--- src/rtl/spi_xform_slave.sv ---
// SPI mode-0 slave: receives a DATA_W-bit word MSB-first, then shifts out a
// transformed copy of it; repeats word by word while ss stays low.
`timescale 1ns/1ps

module spi_xform_slave #(
  parameter int DATA_W      = 8,
  parameter int SYNC_STAGES = 2
) (
  input  logic              clk,
  input  logic              rst_n,
  input  logic              i_sck,
  input  logic              i_ss,
  input  logic              i_mosi,
  input  logic [1:0]        i_mode,
  output logic              o_miso,
  output logic [DATA_W-1:0] o_rx_data,
  output logic              o_rx_valid,
  output logic              o_busy
);

  localparam int              CNT_W    = $clog2(DATA_W);
  localparam logic [CNT_W-1:0] LAST_BIT = CNT_W'(DATA_W - 1);

  localparam logic [1:0] S_IDLE = 2'd0;
  localparam logic [1:0] S_RX   = 2'd1;
  localparam logic [1:0] S_TX   = 2'd2;

  logic [SYNC_STAGES-1:0] r_sck_sync;
  logic [SYNC_STAGES-1:0] r_ss_sync;
  logic [SYNC_STAGES-1:0] r_mosi_sync;
  logic                   r_sck_d;

  logic [1:0]             r_state;
  logic [CNT_W-1:0]       r_bit_cnt;
  logic [DATA_W-2:0]      r_shreg;
  logic [DATA_W-1:0]      r_tx_reg;
  logic                   r_miso;
  logic [DATA_W-1:0]      r_rx_data;
  logic                   r_rx_valid;

  logic                   w_sck_s;
  logic                   w_ss_s;
  logic                   w_mosi_s;
  logic                   w_sck_rise;
  logic                   w_sck_fall;
  logic                   w_last;
  logic [DATA_W-1:0]      w_word;

  function automatic logic [DATA_W-1:0] bit_rev(input logic [DATA_W-1:0] d);
    logic [DATA_W-1:0] r;
    for (int i = 0; i < DATA_W; i++) begin
      r[i] = d[DATA_W-1-i];
    end
    return r;
  endfunction

  function automatic logic [DATA_W-1:0] xform(input logic [1:0] m,
                                              input logic [DATA_W-1:0] d);
    logic [DATA_W-1:0] r;
    case (m)
      2'b00:   r = bit_rev(d);
      2'b01:   r = d;
      2'b10:   r = ~d;
      default: r = ~bit_rev(d);
    endcase
    return r;
  endfunction

  // ss synchroniser resets to the deselected level so the slave does not
  // briefly leave IDLE while the first real ss sample ripples through.
  always_ff @(posedge clk or negedge rst_n) begin
    if (!rst_n) begin
      r_sck_sync  <= '0;
      r_ss_sync   <= '1;
      r_mosi_sync <= '0;
      r_sck_d     <= 1'b0;
    end else begin
      r_sck_sync  <= {r_sck_sync[SYNC_STAGES-2:0], i_sck};
      r_ss_sync   <= {r_ss_sync[SYNC_STAGES-2:0], i_ss};
      r_mosi_sync <= {r_mosi_sync[SYNC_STAGES-2:0], i_mosi};
      r_sck_d     <= w_sck_s;
    end
  end

  assign w_sck_s    = r_sck_sync[SYNC_STAGES-1];
  assign w_ss_s     = r_ss_sync[SYNC_STAGES-1];
  assign w_mosi_s   = r_mosi_sync[SYNC_STAGES-1];
  assign w_sck_rise = w_sck_s & ~r_sck_d;
  assign w_sck_fall = ~w_sck_s & r_sck_d;
  assign w_last     = (r_bit_cnt == LAST_BIT);
  assign w_word     = {r_shreg, w_mosi_s};

  always_ff @(posedge clk or negedge rst_n) begin
    if (!rst_n) begin
      r_state    <= S_IDLE;
      r_bit_cnt  <= '0;
      r_shreg    <= '0;
      r_tx_reg   <= '0;
      r_miso     <= 1'b1;
      r_rx_data  <= '0;
      r_rx_valid <= 1'b0;
    end else begin
      r_rx_valid <= 1'b0;
      if (w_ss_s) begin
        r_state   <= S_IDLE;
        r_bit_cnt <= '0;
        r_shreg   <= '0;
        r_tx_reg  <= '0;
        r_miso    <= 1'b1;
      end else begin
        case (r_state)
          S_IDLE: begin
            r_state   <= S_RX;
            r_bit_cnt <= '0;
            r_miso    <= 1'b1;
          end
          S_RX: begin
            // A fall here follows the last TX rise; return miso to idle.
            if (w_sck_fall) begin
              r_miso <= 1'b1;
            end
            if (w_sck_rise) begin
              r_shreg <= w_word[DATA_W-2:0];
              if (w_last) begin
                r_rx_data  <= w_word;
                r_rx_valid <= 1'b1;
                r_tx_reg   <= xform(i_mode, w_word);
                r_bit_cnt  <= '0;
                r_state    <= S_TX;
              end else begin
                r_bit_cnt <= r_bit_cnt + CNT_W'(1);
              end
            end
          end
          S_TX: begin
            if (w_sck_fall) begin
              r_miso   <= r_tx_reg[DATA_W-1];
              r_tx_reg <= {r_tx_reg[DATA_W-2:0], 1'b0};
            end
            if (w_sck_rise) begin
              if (w_last) begin
                r_bit_cnt <= '0;
                r_state   <= S_RX;
              end else begin
                r_bit_cnt <= r_bit_cnt + CNT_W'(1);
              end
            end
          end
          default: begin
            r_state <= S_IDLE;
          end
        endcase
      end
    end
  end

  assign o_miso     = r_miso;
  assign o_rx_data  = r_rx_data;
  assign o_rx_valid = r_rx_valid;
  assign o_busy     = (r_state != S_IDLE);

endmodule

--- config.mk ---
export PLATFORM = sky130hd
export DESIGN_NAME = spi_xform_slave
export DESIGN_NICKNAME = d
export VERILOG_FILES = /design/src/rtl/spi_xform_slave.sv
export SDC_FILE = /design/constraint.sdc
export NUM_CORES = 1
export LEC_CHECK = 0
export BUFFER_PORTS_ARGS = -buffer_cell sky130_fd_sc_hd__buf_2
export CORE_MARGIN = 1.5
export CORE_UTILIZATION = 50
export CTS_CLUSTER_DIAMETER = 30
export DETAILED_ROUTE_END_ITERATION = 6
export MAX_ROUTING_LAYER = met4
export PLACE_DENSITY = 0.7
export SYNTH_ARGS = -nofsm -noshare
export SYNTH_HDL_FRONTEND = slang
export SYNTH_SLANG_ARGS = --single-unit
--- constraint.sdc ---
create_clock -name clk -period 2.3 [get_ports clk]
set_clock_uncertainty 0.15 [all_clocks]
set_input_delay 0.23 -clock clk [delete_from_list [all_inputs] [get_ports clk]]
set_output_delay 0.23 -clock clk [all_outputs]
set_load 0.005 [all_outputs]
==> flow_metrics.py <==
metrics = {
    "status": {
        "status": "completed",
    },
    "sta": {
        "maxSlewHeadroom": 0.470,
        "finalSetupViolCount": 0,
        "fmax_mhz": 466,
        "drv_slew": 0,
        "hold_viol_final": 0,
        "rsz0062_at_grt": "false",
        "tns_ps": 0,
        "period_share": 0.933,
        "max_slew.worst_pin.slew_ps": 796,
        "min_period_ps": 2150,
    },
    "layout": {
        "nNetsFinal": 182,
        "area_delta_synth_final_pct": 13.4,
        "final_area_um2": 2010,
        "fin_util": 0.599,
        "diodes": 0,
        "drive_gt1_frac": 0.278,
    },
    "clock_network": {
        "cts_max_level": 2,
        "cts_tree": "built",
        "clkSlewWorstSetupHoldPaths_ps": 110,
        "cts_buffer_depth": 2,
        "postCtsSetupBuffers": 0,
        "ctsResizeCount": 0,
        "cts.sinks": 37,
        "cts_buffers": 5,
        "clk_latency_ps": 330,
        "cts_hold_buf": 4,
        "clockRootBuffer": "clkbuf_4",
    },
    "critical_path": {
        "timing.rr.end": "r_tx_reg[5]",
        "crit_path_cell_trace": "inv_1 -> ha_1 -> o311a_1 -> nor2_8 -> a22o_1",
        "start_kind": "flop",
        "reg2reg_from": "r_state[0]",
        "r2r_slack_ps": 150,
        "cp_max_fo": 16,
        "critPathMaxStageDelay_ps": 590,
        "rr_worst_depth": 5,
        "critical_path.slowest_cell": "o311a_1",
        "worstPathArrival_ps": 2230,
        "criticalPathCategory": "flop to flop",
        "endpoint_kind": "flop",
        "required_ps": 2380,
    },
    "pwr": {
        "vdd_drop_max_uv": 466,
        "pwr-share-seq": 0.460,
        "clockPowerShare": 0.291,
        "intPower_w": 0.00115,
        "p_per_area_nw_per_um2": 809,
        "swShare": 0.296,
        "power_w": 0.00163,
        "pwr-share-comb": 0.249,
        "p_sw_w": 0.000483,
        "p_leak_nw": 1.04,
    },
    "synth": {
        "yosys.cell_types.count": 34,
        "ys_top_cells_by_count": "34 x dfrtp_1, 15 x nor2_1, 13 x mux2i_1",
        "yosysSeqAreaShare": 0.523,
        "post-synth-top-area-fraction": 0.479,
        "synth_ff_type": "dfrtp_1",
        "synth_top_area_cell": "dfrtp_1",
        "synth_area_per_cell_um2": 12.3,
        "synthCells": 145,
        "synth.most_common_cell": "dfrtp_1",
        "async_reset_ff_frac": 1.00,
        "synth_seq_cells": 37,
        "yosys_warnings": 0,
        "syn_nets": 159,
        "synth-edff-count": 0,
        "synth_area_um2": 1780,
        "ys_top_cells_by_area": "dfrtp_1 48%, mux2_2 7.6%, mux2i_1 7.3%, ha_1 4.9%, dfstp_2 4.4%",
    },
    "global_route": {
        "grt_first_pass_wirelength_um": 5620,
        "grt-ovfl-total": 0,
        "grt_max_degree": 38,
        "grt_pass1_vias": 1215,
        "antenna_found_initial": 0,
        "grtUsageTotal": 0.187,
    },
    "floorplanning": {
        "rows": 21,
        "fp.dieArea_um2": 3920,
        "start_util": 0.528,
        "die_height_um": 62.6,
        "fp.coreArea_um2": 3360,
        "io_pins": 18,
        "die_w_um": 62.6,
    },
    "drt": {
        "vias_per_cell": 5.50,
        "drcViolationCount": 0,
        "drtIter0Drc": 65,
        "wire_per_inst_um": 14.7,
        "num_vias": 1183,
        "dr.pass1.iters": 4,
        "drt_wl_total_um": 3160,
        "detail-route-antenna-nets": 0,
    },
    "placement": {
        "place.port_buffers": 17,
        "placed_area_um2": 1890,
        "gp_congestion": 0.890,
        "hpwl_um": 2150,
    },
    "hold_path": {
        "min_from": "i_mode[1]",
        "hp-class": "primary input to flop",
        "holdPathStages": 3,
        "hold_end": "r_tx_reg[0]",
    },
    "run": {
        "maxCapViolations": 0,
    },
}
-- cells by family (layout without fill, tap and decap cells) --
| group | after synthesis | after routing | share of synthesized area |
|---|---|---|---|
| muxes | 25 | 25 | 0.149 |
| xor gates and xnor gates | 1 | 1 | 0.00493 |
| AOI/OAI and AO/OA | 26 | 26 | 0.121 |
| and+or+nand+nor | 31 | 31 | 0.104 |
| adders and majority gates | 7 | 7 | 0.0493 |
| buffers and inverters | 18 | 42 | 0.0486 |
| DFF | 37 | 37 | 0.523 |
-- stage by stage --
step           hold WS, ps  setup WS [ps]  instances
2_1_floorplan         -216            445        145
3_3_place_gp           183            305        203
3_5_place_dp           186            216        203
4_1_cts                159            169        215
5_1_grt                183           35.7        215
6_report               177            153        215
-- power groups by stage --
stage | registers, W | logic [W] | clock network (W)
floorplan | 0.000744 | 0.000324 | 0
global placement | 0.000760 | 0.000384 | 0
detailed placement | 0.000759 | 0.000396 | 0
CTS | 0.000749 | 0.000404 | 0.000488
global route | 0.000757 | 0.000449 | 0.000509
finish | 0.000749 | 0.000407 | 0.000474
-- worst max-delay path by stage --
stage	start	endpoint	cells after the start
floorplan	r_state[1]	o_rx_data[0]	6
global placement	r_state[1]	o_rx_data[2]	5
global route	r_state[0]	r_tx_reg[0]	5
finish	r_state[0]	r_tx_reg[5]	5
CTS	r_state[0]	r_tx_reg[5]	5
detailed placement	r_state[0]	r_tx_reg[5]	5
-- layer usage --
layer | track usage | vias up | routed length, um
met1 | 0.261 | 578 | 1550
met3 | 0.0378 | 2 | 146
met2 | 0.280 | 39 | 1440
met5 | - | - | 0
met4 | 0.0583 | 0 | 22
li1 | - | 564 | -
-- layout by cell type, fill, tap and decap left out, types with 2 or more instances in the layout --
master,synthesis,routed
a21oi_1,5,5
o22ai_1,3,3
mux2_2,12,12
mux2i_1,13,13
a222oi_1,3,3
ha_1,7,7
inv_1,12,12
nor2_1,15,15
dfstp_2,3,3
nor2b_1,2,2
nand2_1,3,3
dlygate4sd3_1,0,4
nand4_1,2,2
buf_2,3,17
a22o_1,7,7
dfrtp_1,34,34
a21bo_2,2,2
clkbuf_4,0,5
-- cell type report --
| type | count | area, um^2 |
|---|---|---|
| fillers | 298 | 1350 |
| flip-flops and latches | 37 | 930 |
| multi-input cells | 90 | 761 |
| repair buffers | 22 | 133 |
| well taps | 46 | 57.6 |
| clock buffers | 6 | 51.3 |
| inverters | 12 | 45.0 |
| clock inverters | 2 | 37.5 |
-- critical path, delay by kind of cell (launching register included) --
family	cells	cell delay, ps
AOI/OAI and AO/OA	2	790
adders and majority gates	1	500
DFF	1	420
buffers and inverters	1	120
and+or+nand+nor	1	70
No activity file was read; power rests on OpenSTA's default activity.
